File: config.mk
export PLATFORM = sky130hd
export DESIGN_NAME = fft4_output_reorder
export DESIGN_NICKNAME = d
export VERILOG_FILES = /design/src/rtl/fft4_output_reorder.sv
export SDC_FILE = /design/constraint.sdc
export NUM_CORES = 1
export LEC_CHECK = 0
export CAP_MARGIN = 20
export CORE_UTILIZATION = 63
export CTS_CLUSTER_DIAMETER = 150
export DETAILED_ROUTE_END_ITERATION = 8
export PLACE_DENSITY = 0.84
export SLEW_MARGIN = 20
export SYNTH_ARGS = -nofsm -noshare
export SYNTH_HDL_FRONTEND = slang
export SYNTH_SLANG_ARGS = --single-unit
export TNS_END_PERCENT = 1
File: constraint.sdc
create_clock -name clk -period 3.05 [get_ports clk]
set_input_delay 0.305 -clock clk [delete_from_list [all_inputs] [get_ports clk]]
set_output_delay 0.305 -clock clk [all_outputs]
set_load 0.1 [all_outputs]
File: src/rtl/fft4_output_reorder.sv
`default_nettype none
// ============================================================================
// Module   : fft4_output_reorder
// Purpose  : Ping-pong buffer that turns the bit-reversed FFT output stream
//            into natural bin order with a valid/ready output handshake.
// Revision : 1.0 - initial release
// ============================================================================
module fft4_output_reorder #(
    parameter int DW    = 8,
    parameter int LOG2N = 2
) (
    input  logic             clk,
    input  logic             clear,
    input  logic             in_valid,
    input  logic [DW-1:0]    in_re,
    input  logic [DW-1:0]    in_im,
    output logic             in_ready,
    output logic             out_valid,
    input  logic             out_ready,
    output logic [DW-1:0]    out_re,
    output logic [DW-1:0]    out_im,
    output logic [LOG2N-1:0] out_idx,
    output logic             out_last,
    output logic             overflow
);
    localparam int               c_N        = 1 << LOG2N;
    localparam logic [LOG2N-1:0] c_LAST_IDX = LOG2N'(c_N - 1);

    typedef enum logic [0:0] {
        S_IDLE  = 1'b0,
        S_DRAIN = 1'b1
    } state_t;

    function automatic logic [LOG2N-1:0] f_bitrev(input logic [LOG2N-1:0] v);
        logic [LOG2N-1:0] r;
        for (int i = 0; i < LOG2N; i++) begin
            r[i] = v[LOG2N-1-i];
        end
        return r;
    endfunction

    logic [2*DW-1:0]  r_mem [2][c_N];
    logic [LOG2N-1:0] r_wr_cnt;
    logic             r_wr_bank;
    logic [LOG2N-1:0] r_rd_cnt;
    logic             r_rd_bank;
    logic [1:0]       r_full;
    state_t           r_state;
    logic             r_out_valid;
    logic [DW-1:0]    r_out_re;
    logic [DW-1:0]    r_out_im;
    logic [LOG2N-1:0] r_out_idx;
    logic             r_out_last;
    logic             r_overflow;

    logic             w_wr_full;
    logic             w_accept;
    logic             w_drop;
    logic             w_wr_last;
    logic             w_can_load;
    logic             w_load;
    logic             w_rd_last;
    logic [1:0]       w_set;
    logic [1:0]       w_clr;
    logic [1:0]       w_full_nxt;
    logic [2*DW-1:0]  w_rd_data;

    assign w_wr_full  = r_full[r_wr_bank];
    assign w_accept   = in_valid & ~w_wr_full;
    assign w_drop     = in_valid & w_wr_full;
    assign w_wr_last  = w_accept & (r_wr_cnt == c_LAST_IDX);

    // IDLE loads the first entry in the same edge it sees a full bank so the
    // first output appears one cycle after the frame completes.
    assign w_can_load = ~r_out_valid | out_ready;
    assign w_load     = w_can_load & ((r_state == S_DRAIN) | r_full[r_rd_bank]);
    assign w_rd_last  = w_load & (r_rd_cnt == c_LAST_IDX);

    // Writer and reader always own different banks while both are active.
    assign w_set      = w_wr_last ? (2'b01 << r_wr_bank) : 2'b00;
    assign w_clr      = w_rd_last ? (2'b01 << r_rd_bank) : 2'b00;
    assign w_full_nxt = (r_full | w_set) & ~w_clr;
    assign w_rd_data  = r_mem[r_rd_bank][r_rd_cnt];

    always_ff @(posedge clk) begin
        if (w_accept && !clear) begin
            r_mem[r_wr_bank][f_bitrev(r_wr_cnt)] <= {in_re, in_im};
        end
    end

    always_ff @(posedge clk) begin
        if (clear) begin
            r_wr_cnt    <= '0;
            r_wr_bank   <= 1'b0;
            r_rd_cnt    <= '0;
            r_rd_bank   <= 1'b0;
            r_full      <= 2'b00;
            r_state     <= S_IDLE;
            r_out_valid <= 1'b0;
            r_out_re    <= '0;
            r_out_im    <= '0;
            r_out_idx   <= '0;
            r_out_last  <= 1'b0;
            r_overflow  <= 1'b0;
        end else begin
            r_full <= w_full_nxt;
            if (w_drop) begin
                r_overflow <= 1'b1;
            end
            if (w_accept) begin
                r_wr_cnt <= r_wr_cnt + 1'b1;
                if (w_wr_last) begin
                    r_wr_bank <= ~r_wr_bank;
                end
            end

            case (r_state)
                S_IDLE: begin
                    if (r_full[r_rd_bank] && !w_rd_last) begin
                        r_state <= S_DRAIN;
                    end
                end
                S_DRAIN: begin
                    if (w_rd_last) begin
                        r_state <= w_full_nxt[~r_rd_bank] ? S_DRAIN : S_IDLE;
                    end
                end
                default: r_state <= S_IDLE;
            endcase

            if (w_load) begin
                r_out_valid <= 1'b1;
                r_out_re    <= w_rd_data[2*DW-1:DW];
                r_out_im    <= w_rd_data[DW-1:0];
                r_out_idx   <= r_rd_cnt;
                r_out_last  <= (r_rd_cnt == c_LAST_IDX);
                r_rd_cnt    <= r_rd_cnt + 1'b1;
                if (w_rd_last) begin
                    r_rd_bank <= ~r_rd_bank;
                end
            end else if (out_ready) begin
                r_out_valid <= 1'b0;
            end
        end
    end

    assign in_ready  = ~w_wr_full;
    assign out_valid = r_out_valid;
    assign out_re    = r_out_re;
    assign out_im    = r_out_im;
    assign out_idx   = r_out_idx;
    assign out_last  = r_out_last;
    assign overflow  = r_overflow;

endmodule
`default_nettype wire

# Yosys cells after proc, flatten, opt, wreduce, memory -nomap -nowiden
# Memories as Yosys holds them, arrays and structs flattened. A register that Yosys moved wholly into a read port is not among the register bits.
# Cells that the tools add are included.
totals:
  ramBits: 128
  reg_bits: 30
  out_inout_bits: 22
  inputBits: 20
  mem_count: 1
  word_cells: 73
classes:
  shift: 2
  mux: 23
  n_addsub: 2
  bitwise: 17
  n_reduce_logical: 8
  n_eq_ne: 2
  order_cmp: 6
memory_table:
  columns: ["name", "depth", "word_bits", "read_ports", "rd_ports_with_merged_regs", "write_ports", "line_no", "source"]
  rows:
  - ["r_mem", 2, 64, 1, 1, 1, "42", "logic [2*DW-1:0] r_mem [2][c_N];"]
op_table:
  columns: ["cell", "count"]
  rows:
  - ["$mux W64", 1]
  - ["$mux W16", 3]
  - ["$bmux W16 S2", 1]
  - ["$demux W16 S2", 1]
  - ["$mux W1", 14]
  - ["$ge A3 B3 Y1 const B", 2]
  - ["$lt A1 B2 Y1 const B", 3]
  - ["$not A2 Y3", 2]
  - ["$and A1 B1 Y1", 5]
  - ["$not A1 Y1", 5]
  - ["$add A2 B1 Y2 const B", 2]
  - ["$eq A2 B2 Y1 const B", 2]
  - ["$mux W2", 2]
  - ["$reduce_and A2 Y1", 2]
  - ["$shl A1 B1 Y2 const A", 2]
  - ["$logic_and A1 B1 Y1", 3]
  - ["$lt A3 B1 Y1 const B", 1]
  - ["$and A2 B2 Y2", 1]
  - ["$logic_not A1 Y1", 2]
  - ["$not A2 Y2", 1]
  - ["$or A1 B1 Y1", 2]
  - ["$or A2 B2 Y2", 1]
  - ["$pmux W1 S2", 1]
  - ["$reduce_bool A2 Y1", 1]

# Logic depth before layout (Yosys ltp)
logic_depth:
  ltp_word: 13
  mapped_depth: 6
  ltp_nobuf: 5

# Worst setup path after synthesis
# Ideal clock, no wire load.
synth_timing:
  path_kind: "register to register"
  startpoint: "reg r_wr_bank"
  endpoint: "reg r_wr_cnt[0]"
  path_stages_with_launch: 5
  setup_ns: 0.130
  required_ns: 2.920
  setup_slack_ns: 0.248
  arrival_time_ns: 2.672
  synth_period_minus_slack_ns: 2.802
  path_buffers: 0
  path_cell_list: "dfxtp_1 mux2i_1 nand2_1 xnor2_1 nor2_1"
synth_via:
  elab_chain_cells: 4
synth_rtl:
  columns: ["item", "line_no", "source"]
  rows:
  - ["from (decl)", "44", "logic r_wr_bank;"]
  - ["from (signal assigned)", "113", "r_wr_bank <= ~r_wr_bank;"]
  - ["$mux W1 (not written as such) (2 in series)", "68", "assign w_wr_full = r_full[r_wr_bank];"]
  - ["$not A1 Y1", null, null]
  - ["net in_ready", "17", "output logic in_ready,"]
  - ["$and A1 B1 Y1", "69", "assign w_accept = in_valid & ~w_wr_full;"]
  - ["to (signal assigned)", "111", "r_wr_cnt <= r_wr_cnt + 1'b1;"]
  - ["to (decl)", "43", "logic [LOG2N-1:0] r_wr_cnt;"]
# The timed path passes the listed nets, and every way through them passes these cells. The select of a mux whose other input is x is not followed.
# A chain may end at the register's enable or synchronous reset.

# Final worst setup path
layout_timing:
  startpoint: "reg r_out_im[6], in the netlist out_im[6]"
  endpoint: "out out_im[6]"
layout_lines:
  columns: ["item", "line_no", "source"]
  rows:
  - ["from (decl)", "51", "logic [DW-1:0] r_out_im;"]
  - ["from (signal assigned)", "134", "r_out_im <= w_rd_data[DW-1:0];"]
  - ["to (decl)", "21", "output logic [DW-1:0] out_im,"]
# No word-level cell between the ends.

==> impl_metrics.csv <==
group,metric,value,unit
floorplanning,fp-row-count,35,
place,gp_congestion,0.755,
place,dpl.hpwl,7090,um
worst_setup_path,cp.arrival,2.03,ns
synth,seq_area_frac_synth,72.5,%
final_layout,antennaDiodeCount,0,
timing,hold_slack,0.456,ns
worst_setup_path,path_cells,"clkdlybuf4s50_1",
timing,final.setup.tns,0,ns
power_and_ir_drop,peakVddDrop,0.366,mV
route,via_per_inst,6.18,
worst_setup_path,start_kind,"register",
global_routing,antenna_found_initial,0,
final_layout,final_layout_size_suffix_gt1_share,20.0,%
floorplanning,ioPinCount,42,
cts,clock-sinks,159,
power_and_ir_drop,leakagePower,2.34,nW
timing,worstMarginPinSlew,1.00,ns
timing,clock_skew,0.0122,ns
worst_setup_path,critPathCaptureType,"output pin",
worst_setup_path,crit_type,"register to output pin",
final_layout,fillers,533,
final_layout,regArea,4470,um^2
global_routing,grt_start_max_net_pins,32,
place,io_buffers,41,
synth,synth-seq-cells,159,
final_layout,fin_nets,436,
floorplanning,die_h,101,um
synth,avgSynthCellArea,17.3,um^2
worst_setup_path,cp_num_buf_inv,1,
floorplanning,core_area,9370,um^2
route,ant_nets,0,
synth,syn-instance-count,356,
power_and_ir_drop,power.density,665,nW/um^2
cts,cts_resized,0,
cts,root_buffer,"clkbuf_8",
cts,clkTransAtPathRegs,0.07,ns
final_layout,multiInputGateArea,1530,um^2
timing,post-route-min-period,2.33,ns
floorplanning,initial_core_util,65.7,%
timing,finalCritPeriodShare,76.5,%
synth,synth_area,6160,um^2
worst_setup_path,worstPathRequired,2.74,ns
worst_hold_path,holdCritPathClass,"register to register",
floorplanning,die-area,10200,um^2
cts,clk_path_buf_depth,2,
timing,setup_viol,0,
cts,h-tree-depth,4,
timing,grt_setup_unrepaired,"false",
worst_setup_path,cp_slowest_cell,"clkdlybuf4s50_1",
final_layout,syn_to_final_growth,18.9,%
synth,synth_edf_count,128,
synth,synthFlopType,"edfxtp_1",
cts,cts-hold-fix-buffers,0,
cts,post_cts_buffers,0,
place,dp_slack,0.554,ns
timing,fmax,0.429,GHz
worst_setup_path,crit_path_max_fanout,2,
route,route.detailed.drc,0,
timing,timing.final.ws_setup,0.717,ns
route,wire_per_inst,22.3,um
route,totalWireLength,12300,um
timing,maxSlewViolCount,0,
worst_setup_path,path_delay_family,"buffers and inverters",
flow_run,cap_violations,0,
power_and_ir_drop,power,4.87,mW
route,via_count,3416,
final_layout,design_area,7320,um^2
floorplanning,dieWidth,101,um
route,dr.pass1.iters,4,
cts,cts-buffers-inserted,17,
route,drt_iter0_drc,269,
global_routing,grt_pass1_wl,19100,um
worst_setup_path,cp_slowest_stage_delay,1.16,ns
global_routing,grt_pass1_vias,3481,
cts,cts_tree,"built",
synth,synth_nets,381,
timing,slew_headroom,33.1,%
synth,async_flop_share,0,%
cts,clk_latency,0.52,ns
place,placed_area,6700,um^2
outcome,status,"complete, no violations",
timing,hold_viol,0,
synth,ys_types,37,
global_routing,track_usage,27.2,%
global_routing,grt_overflow,0,
synth,yosysWarnings,0,
## flip-flops by register name, indices dropped and copies added (netlist names), named ones only
| register | cells |
|---|---|
| out_im | 8 |
| r_full | 2 |
| r_wr_bank | 1 |
| out_last | 1 |
| r_wr_cnt | 2 |
| r_state | 1 |
| r_rd_cnt | 2 |
| r_mem | 128 |
| out_idx | 2 |
| out_re | 8 |
| r_rd_bank | 1 |
| overflow | 1 |
| out_valid | 1 |
## Yosys cell counts (all sizes together) (3+ instances only)
cell type	number	area [um^2]
clkbuf	4	15.0
buf	15	133
mux2i	32	320
a21oi	8	51.3
mux4	17	383
nand2	11	43.8
inv	4	15.0
edfxtp	128	3840
a211oi	16	155
nor2	27	101
and2	8	50.1
dfxtp	31	621
nor3	17	115
xnor2	3	26.3
o22ai	15	93.8
ha	5	62.6
## path summary, 6_finish.rpt
| path | from | to | slack (ns) | depth (start not counted) |
|---|---|---|---|---|
| worst max-delay path | out_im[6] | out_im[6] | 0.72 | 1 |
| worst min register to register | out_last | out_last | 0.46 | 2 |
| worst min-delay path | out_last | out_last | 0.46 | 2 |
| worst max register to register | r_rd_cnt[1] | out_im[7] | 0.83 | 4 |
## final cells by class
cell class	instances	share of cell area, %
clock buffers	18	5.85
clock inverters	14	2.67
multi-input cells	174	20.9
repair buffers	55	7.18
flip-flops and latches	159	61.0
inverters	4	0.205
well taps	129	2.20
## per-layer routing
layer	routed length, um	track usage (%)
met1	4830	35.1
met2	6380	43.3
met3	835	6.87
met4	260	13.9
met5	0	0
## metrics by stage
stage                     utilization, %  instances
after global placement              71.5        521
after CTS                           78.1        553
after floorplan                        -        356
final                               78.1        553
after detailed placement            71.5        521
after global routing                78.1        553
## cell usage in the layout, fill, tap and decap left out, types with 7 or more instances in the layout
| cell | Yosys | layout |
|---|---|---|
| clkbuf_16 | 0 | 16 |
| o22ai_1 | 15 | 15 |
| nand2_1 | 10 | 10 |
| mux2i_1 | 32 | 32 |
| and2_1 | 8 | 8 |
| edfxtp_1 | 128 | 128 |
| a211oi_2 | 7 | 7 |
| dfxtp_1 | 31 | 30 |
| clkdlybuf4s50_1 | 0 | 40 |
| buf_4 | 2 | 14 |
| mux4_2 | 17 | 17 |
| nor2_1 | 27 | 27 |
| nor3_1 | 11 | 11 |
| a211oi_1 | 9 | 9 |
## logic make-up after synthesis
| group | share of synthesized area (%) |
|---|---|
| flops | 72.5 |
| simple gates | 5.81 |
| fa+ha+maj | 1.02 |
| buf+inv | 2.64 |
| mux | 11.7 |
| compound gates | 5.79 |
| xor+xnor | 0.569 |
## report_power, final
part           switching (mW)  internal, mW  total [mW]
sequential             0.0155          2.38        2.40
clock                   0.905          1.30        2.21
combinational           0.180        0.0815       0.262
(Power assumes the default switching activity.)
